**src/rtl/usb_frame_dispatcher_if.sv**
```systemverilog
// Byte-stream, register-write and CCW FIFO signals of the frame dispatcher.
// slave: the dispatcher itself; master: the surrounding decoder/FIFO/regfile side.
interface usb_frame_dispatcher_if;
    logic [7:0]  in_data;
    logic        in_valid;
    logic        reg_wr_en;
    logic [7:0]  reg_wr_addr;
    logic [7:0]  reg_wr_data;
    logic        ccw_full;
    logic        ccw_wr;
    logic [7:0]  ccw_data;
    logic [15:0] ccw_len;
    logic        ccw_len_vld;
    logic        frame_done;
    logic        len_err;
    logic        ovf_err;

    modport slave (
        input  in_data, in_valid, ccw_full,
        output reg_wr_en, reg_wr_addr, reg_wr_data, ccw_wr, ccw_data, ccw_len, ccw_len_vld,
               frame_done, len_err, ovf_err
    );

    modport master (
        output in_data, in_valid, ccw_full,
        input  reg_wr_en, reg_wr_addr, reg_wr_data, ccw_wr, ccw_data, ccw_len, ccw_len_vld,
               frame_done, len_err, ovf_err
    );
endinterface

```
**src/rtl/usb_frame_dispatcher.sv**
```systemverilog
// Routes de-framed USB payload frames: the CCW address streams length-checked data into the
// CCW FIFO, any other address turns the frame into auto-incrementing register writes.
// Every output is registered; a byte sampled on an edge shows up on the outputs after that edge.
module usb_frame_dispatcher #(
    parameter logic [7:0]  CCW_ADDR    = 8'h01,
    parameter logic [15:0] MAX_CCW_LEN = 16'd120
) (
    input logic                  clk,
    input logic                  n_rst,
    usb_frame_dispatcher_if.slave bus
);

    localparam logic [2:0] IDLE     = 3'd0;
    localparam logic [2:0] LEN_H    = 3'd1;
    localparam logic [2:0] LEN_L    = 3'd2;
    localparam logic [2:0] CCW_DATA = 3'd3;
    localparam logic [2:0] REG_DATA = 3'd4;
    localparam logic [2:0] DROP     = 3'd5;

    logic [2:0]  state_q, state_d;
    logic [7:0]  addr_q, addr_d;
    logic [15:0] len_q, len_d;
    logic [15:0] cnt_q, cnt_d;
    logic        reg_wr_en_q, reg_wr_en_d;
    logic [7:0]  reg_wr_addr_q, reg_wr_addr_d;
    logic [7:0]  reg_wr_data_q, reg_wr_data_d;
    logic        ccw_wr_q, ccw_wr_d;
    logic [7:0]  ccw_data_q, ccw_data_d;
    logic [15:0] ccw_len_q, ccw_len_d;
    logic        ccw_len_vld_q, ccw_len_vld_d;
    logic        frame_done_q, frame_done_d;
    logic        len_err_q, len_err_d;
    logic        ovf_err_q, ovf_err_d;
    logic [15:0] len_full;

    // Complete declared length as soon as the low length byte is on the bus.
    assign len_full = {len_q[15:8], bus.in_data};

    // Next-state: frame parsing, routing and per-frame error tracking.
    always_comb begin
        state_d       = state_q;
        addr_d        = addr_q;
        len_d         = len_q;
        cnt_d         = cnt_q;
        reg_wr_en_d   = 1'b0;
        reg_wr_addr_d = reg_wr_addr_q;
        reg_wr_data_d = reg_wr_data_q;
        ccw_wr_d      = 1'b0;
        ccw_data_d    = ccw_data_q;
        ccw_len_d     = ccw_len_q;
        ccw_len_vld_d = 1'b0;
        frame_done_d  = 1'b0;
        len_err_d     = len_err_q;
        ovf_err_d     = ovf_err_q;

        if (state_q != IDLE && !bus.in_valid) begin
            // Gap after a frame: report it and flag a CCW frame cut short of its length.
            frame_done_d = 1'b1;
            state_d      = IDLE;
            if (state_q == LEN_H || state_q == LEN_L ||
                (state_q == CCW_DATA && cnt_q < len_q)) begin
                len_err_d = 1'b1;
            end
        end else if (bus.in_valid) begin
            case (state_q)
                IDLE: begin
                    addr_d    = bus.in_data;
                    len_d     = '0;
                    cnt_d     = '0;
                    len_err_d = 1'b0;
                    ovf_err_d = 1'b0;
                    state_d   = (bus.in_data == CCW_ADDR) ? LEN_H : REG_DATA;
                end
                LEN_H: begin
                    len_d[15:8] = bus.in_data;
                    state_d     = LEN_L;
                end
                LEN_L: begin
                    len_d = len_full;
                    if (len_full == 16'd0 || len_full > MAX_CCW_LEN) begin
                        len_err_d = 1'b1;
                        state_d   = DROP;
                    end else begin
                        ccw_len_vld_d = 1'b1;
                        ccw_len_d     = len_full;
                        cnt_d         = '0;
                        state_d       = CCW_DATA;
                    end
                end
                CCW_DATA: begin
                    if (cnt_q < len_q) begin
                        // Counted even when the FIFO is full so truncation stays detectable.
                        cnt_d = cnt_q + 16'd1;
                        if (!bus.ccw_full) begin
                            ccw_wr_d   = 1'b1;
                            ccw_data_d = bus.in_data;
                        end else begin
                            ovf_err_d = 1'b1;
                        end
                    end else begin
                        len_err_d = 1'b1;
                    end
                end
                REG_DATA: begin
                    reg_wr_en_d   = 1'b1;
                    reg_wr_addr_d = addr_q;
                    reg_wr_data_d = bus.in_data;
                    addr_d        = addr_q + 8'd1;
                end
                DROP: begin
                end
                default: state_d = IDLE;
            endcase
        end
    end

    // State and registered outputs; reset aborts any frame without a frame_done.
    always_ff @(posedge clk or negedge n_rst) begin
        if (!n_rst) begin
            state_q       <= IDLE;
            addr_q        <= '0;
            len_q         <= '0;
            cnt_q         <= '0;
            reg_wr_en_q   <= 1'b0;
            reg_wr_addr_q <= '0;
            reg_wr_data_q <= '0;
            ccw_wr_q      <= 1'b0;
            ccw_data_q    <= '0;
            ccw_len_q     <= '0;
            ccw_len_vld_q <= 1'b0;
            frame_done_q  <= 1'b0;
            len_err_q     <= 1'b0;
            ovf_err_q     <= 1'b0;
        end else begin
            state_q       <= state_d;
            addr_q        <= addr_d;
            len_q         <= len_d;
            cnt_q         <= cnt_d;
            reg_wr_en_q   <= reg_wr_en_d;
            reg_wr_addr_q <= reg_wr_addr_d;
            reg_wr_data_q <= reg_wr_data_d;
            ccw_wr_q      <= ccw_wr_d;
            ccw_data_q    <= ccw_data_d;
            ccw_len_q     <= ccw_len_d;
            ccw_len_vld_q <= ccw_len_vld_d;
            frame_done_q  <= frame_done_d;
            len_err_q     <= len_err_d;
            ovf_err_q     <= ovf_err_d;
        end
    end

    assign bus.reg_wr_en   = reg_wr_en_q;
    assign bus.reg_wr_addr = reg_wr_addr_q;
    assign bus.reg_wr_data = reg_wr_data_q;
    assign bus.ccw_wr      = ccw_wr_q;
    assign bus.ccw_data    = ccw_data_q;
    assign bus.ccw_len     = ccw_len_q;
    assign bus.ccw_len_vld = ccw_len_vld_q;
    assign bus.frame_done  = frame_done_q;
    assign bus.len_err     = len_err_q;
    assign bus.ovf_err     = ovf_err_q;

endmodule
```
**src/flat_wrapper.sv**
```systemverilog
// flat-port wrapper written by rule: the top's interface ports become plain ports
module usb_frame_dispatcher_flat 
#(
    parameter logic [7:0]  CCW_ADDR    = 8'h01,
    parameter logic [15:0] MAX_CCW_LEN = 16'd120
)
  (clk, n_rst, bus_in_data, bus_in_valid, bus_ccw_full, bus_reg_wr_en, bus_reg_wr_addr, bus_reg_wr_data, bus_ccw_wr, bus_ccw_data, bus_ccw_len, bus_ccw_len_vld, bus_frame_done, bus_len_err, bus_ovf_err);
  usb_frame_dispatcher_if bus_i ();
  input logic clk;
  input logic n_rst;
  input wire logic [$bits(bus_i.in_data)-1:0] bus_in_data;
  input wire logic [$bits(bus_i.in_valid)-1:0] bus_in_valid;
  input wire logic [$bits(bus_i.ccw_full)-1:0] bus_ccw_full;
  output wire logic [$bits(bus_i.reg_wr_en)-1:0] bus_reg_wr_en;
  output wire logic [$bits(bus_i.reg_wr_addr)-1:0] bus_reg_wr_addr;
  output wire logic [$bits(bus_i.reg_wr_data)-1:0] bus_reg_wr_data;
  output wire logic [$bits(bus_i.ccw_wr)-1:0] bus_ccw_wr;
  output wire logic [$bits(bus_i.ccw_data)-1:0] bus_ccw_data;
  output wire logic [$bits(bus_i.ccw_len)-1:0] bus_ccw_len;
  output wire logic [$bits(bus_i.ccw_len_vld)-1:0] bus_ccw_len_vld;
  output wire logic [$bits(bus_i.frame_done)-1:0] bus_frame_done;
  output wire logic [$bits(bus_i.len_err)-1:0] bus_len_err;
  output wire logic [$bits(bus_i.ovf_err)-1:0] bus_ovf_err;
  assign bus_i.in_data = bus_in_data;
  assign bus_i.in_valid = bus_in_valid;
  assign bus_i.ccw_full = bus_ccw_full;
  assign bus_reg_wr_en = bus_i.reg_wr_en;
  assign bus_reg_wr_addr = bus_i.reg_wr_addr;
  assign bus_reg_wr_data = bus_i.reg_wr_data;
  assign bus_ccw_wr = bus_i.ccw_wr;
  assign bus_ccw_data = bus_i.ccw_data;
  assign bus_ccw_len = bus_i.ccw_len;
  assign bus_ccw_len_vld = bus_i.ccw_len_vld;
  assign bus_frame_done = bus_i.frame_done;
  assign bus_len_err = bus_i.len_err;
  assign bus_ovf_err = bus_i.ovf_err;
  usb_frame_dispatcher #(.CCW_ADDR(CCW_ADDR), .MAX_CCW_LEN(MAX_CCW_LEN)) u_core (.clk(clk), .n_rst(n_rst), .bus(bus_i));
endmodule
```
**config.mk**
```make
export PLATFORM = sky130hd
export DESIGN_NAME = usb_frame_dispatcher_flat
export DESIGN_NICKNAME = d
export VERILOG_FILES = /design/src/rtl/usb_frame_dispatcher_if.sv /design/src/rtl/usb_frame_dispatcher.sv /design/src/flat_wrapper.sv
export SDC_FILE = /design/constraint.sdc
export NUM_CORES = 1
export LEC_CHECK = 0
export CAP_MARGIN = 15
export CORE_MARGIN = 5
export CORE_UTILIZATION = 45
export CTS_CLUSTER_SIZE = 16
export DETAILED_ROUTE_END_ITERATION = 7
export PLACE_DENSITY = 0.67
export SLEW_MARGIN = 20
export SYNTH_ARGS = -nofsm -noshare
export SYNTH_HDL_FRONTEND = slang
export SYNTH_SLANG_ARGS = --single-unit
```
**constraint.sdc**
```tcl
create_clock -name clk -period 5.7 [get_ports clk]
set_input_delay 1.14 -clock clk [delete_from_list [all_inputs] [get_ports clk]]
set_output_delay 1.14 -clock clk [all_outputs]
set_load 0.01 [all_outputs]
```
==> impl_metrics.tcl <==
set metrics [dict create \
    outcome "completed" \
    overflow 0 \
    finalCriticalPeriod_ps 3290 \
    grt_pass1_vias 3314 \
    postCtsSetupBuffers 0 \
    ys_warn_count 0 \
    syn_to_final_growth_pct 18.3 \
    p_clk_share_pct 35.2 \
    synth_edf_count 0 \
    clk_pin_slew_ps 90 \
    place_hpwl_mm 6.87 \
    syn-cell-area_um2 4400 \
    synth_seq_cells 89 \
    gp_congestion 0.801 \
    relSlewSlack_pct 34.2 \
    drt_iter0_drc 208 \
    grt_usage_pct 18.2 \
    ios 58 \
    vias 3233 \
    setup_viol 0 \
    post_drt_wl_per_cell_um 16.5 \
    ctsRootBufferMaster "clkbuf_8" \
    grt_setup_unrepaired "false" \
    cts_tree "done" \
    syn_area_per_cell_um2 10.4 \
    synthTopCellsByArea "dfrtp_1, mux2_2, ha_1, nand2_1, o21ai_0" \
    final_area_um2 5200 \
    grt_pass1_wl_mm 16.9 \
    htreeDepth 3 \
    numClockSinks 89 \
    drc 0 \
    ant_nets 0 \
    power_switching_share_pct 25.3 \
    tightest_slew_ps 987 \
    numCtsBuffers 9 \
    setup_tns_ps 0 \
    leakage_nw 2.27 \
    crit_fanout 18 \
    routed_wirelength_mm 10.0 \
    p_sw_w 0.000338 \
    p_int_w 0.00100 \
    cp.arrival_ps 3540 \
    synthesis.nets 453 \
    fmax_ghz 0.304 \
    hold_class "register to register" \
    crit_required_ps 5950 \
    fin_crit_sh_pct 57.7 \
    worstSetupStartpointType "input port" \
    grt_max_degree 78 \
    cap_violations 0 \
    fin_worst_skew_ps 8.81 \
    final_common_cell "dfrtp_1" \
    portBuffers 57 \
    synth-main-ff-cell "dfrtp_1" \
    critPathKind "input port to register" \
    placed_area_um2 5000 \
    viasPerCell 5.32 \
    rows 36 \
    pwr-share-seq_pct 52.1 \
    antennaDiodeCount 0 \
    power_frac_comb_pct 12.7 \
    syn_inst 424 \
    hold_slack_ps 484 \
    die_w_um 109 \
    endpoint_kind "register" \
    synth_top_area_share_pct 50.6 \
    start_util_pct 45.6 \
    peakVddDrop_uv 158 \
    synth_largest_area_cell "dfrtp_1" \
    dieArea_um2 11900 \
    ys_types 48 \
    antenna_found_initial 0 \
    hold_violations 0 \
    synth_seq_area_share_pct 50.6 \
    fin_nets 500 \
    core-area_um2 9640 \
    cts_buffer_depth 2 \
    dieHeight_um 109 \
    power.density_nw_per_um2 257 \
    clock_latency_ps 360 \
    async_flop_share_pct 100 \
    slew_violations 0 \
    drive_above_1_share_pct 11.8 \
    fillers 865 \
    firstDrtPassIters 4 \
    final_cell_mix "dfrtp_1, clkdlybuf4s50_1, nand2_1" \
    postCtsHoldBufs 0 \
    postCtsResizedCells 0 \
]
==> path summary, 6_finish.rpt <==
path,startpoint,endpoint,cells past startpoint,slack (ps)
max,bus_in_valid,u_core.bus.reg_wr_addr[4],4,2410
max in group asynchronous,n_rst,u_core.bus.ccw_data[1],2,3870
min reg2reg,u_core.len_q[3],u_core.len_q[3],2,480
min,u_core.len_q[3],u_core.len_q[3],2,480
min in group asynchronous,n_rst,u_core.cnt_q[13],1,610
max reg2reg,u_core.cnt_q[14],u_core.cnt_q[8],7,2880
==> state kept, by name (all words and copies together), names as in the netlist <==
register	flops
u_core.addr_q	8
u_core.bus.ccw_data	8
u_core.bus.ccw_len	16
u_core.bus.ccw_len_vld	1
u_core.bus.ccw_wr	1
u_core.bus.frame_done	1
u_core.bus.len_err	1
u_core.bus.ovf_err	1
u_core.bus.reg_wr_addr	8
u_core.bus.reg_wr_data	8
u_core.bus.reg_wr_en	1
u_core.cnt_q	16
u_core.len_q	16
u_core.state_q	3
==> critical path: stages <==
cell and delay (ps):
clkdlybuf4s50_1 640, and3_1 590, and2_1 750, mux2_2 410
==> cells in the mapped netlist, types with 2 or more instances <==
cell type	instances
o31ai_1	3
ha_1	17
and2_1	5
nor2b_1	13
buf_6	7
and3_1	4
nand2_1	53
nor2_1	15
nand4_1	9
nand3_1	20
o211ai_1	2
nor3_1	11
a21oi_1	19
inv_1	27
nor4_1	3
buf_2	6
mux2_2	23
o21ai_0	35
a21o_1	5
or4_4	2
clkbuf_1	8
mux2_4	8
and4_1	3
o32ai_1	2
dfrtp_1	89
o22a_1	9
o22ai_1	2
or4_1	3
o21a_1	2
==> layer usage <==
metal	wire length (um)	GRT usage (%)	up-vias
met5	0	0	-
met4	143	5.86	0
met3	494	4.80	13
met2	4670	28.7	61
met1	4730	24.3	1568
li1	-	-	1591
==> stage by stage <==
stage               std cells  power, W  utilization, %  worst slack, ps
floorplan                 424  0.000785               -             2920
global placement          593  0.000880            51.9             2030
detailed placement        593  0.000883            51.9             2030
CTS                       608   0.00135            54.0             2410
global route              608   0.00140            54.0             2240
finish                    608   0.00134            54.0             2410
==> logic make-up (layout without fill, tap and decap cells) <==
family                     after synthesis  in the layout  synth area share [%]
and+or+nand+nor                        147            147                  17.0
AOI/OAI and AO/OA                       91             91                  13.4
DFF                                     89             89                  50.6
buffers and inverters                   49            100                  5.55
muxes                                   31             31                  8.62
adders and majority gates               17             17                  4.83
==> final cells by class <==
class                   instances  area (um2)  area share (%)
well taps                     133         166            3.20
flip-flops and latches         89        2230            42.8
clock buffers                  10         128            2.45
clock inverters                 5        78.8            1.51
multi-input cells             286        1930            37.0
repair buffers                 58         576            11.1
inverters                      27         101            1.95
==> power by group through the flow <==
stage / Sequential, W / Combinational [W] / Clock [W]
detailed placement: 0.000710 / 0.000173 / 0
CTS: 0.000698 / 0.000174 / 0.000481
finish: 0.000698 / 0.000171 / 0.000471
global route: 0.000705 / 0.000189 / 0.000508
floorplan: 0.000716 / 0.0000684 / 0
global placement: 0.000708 / 0.000172 / 0
Note: power is estimated with default switching activity, not from simulation.
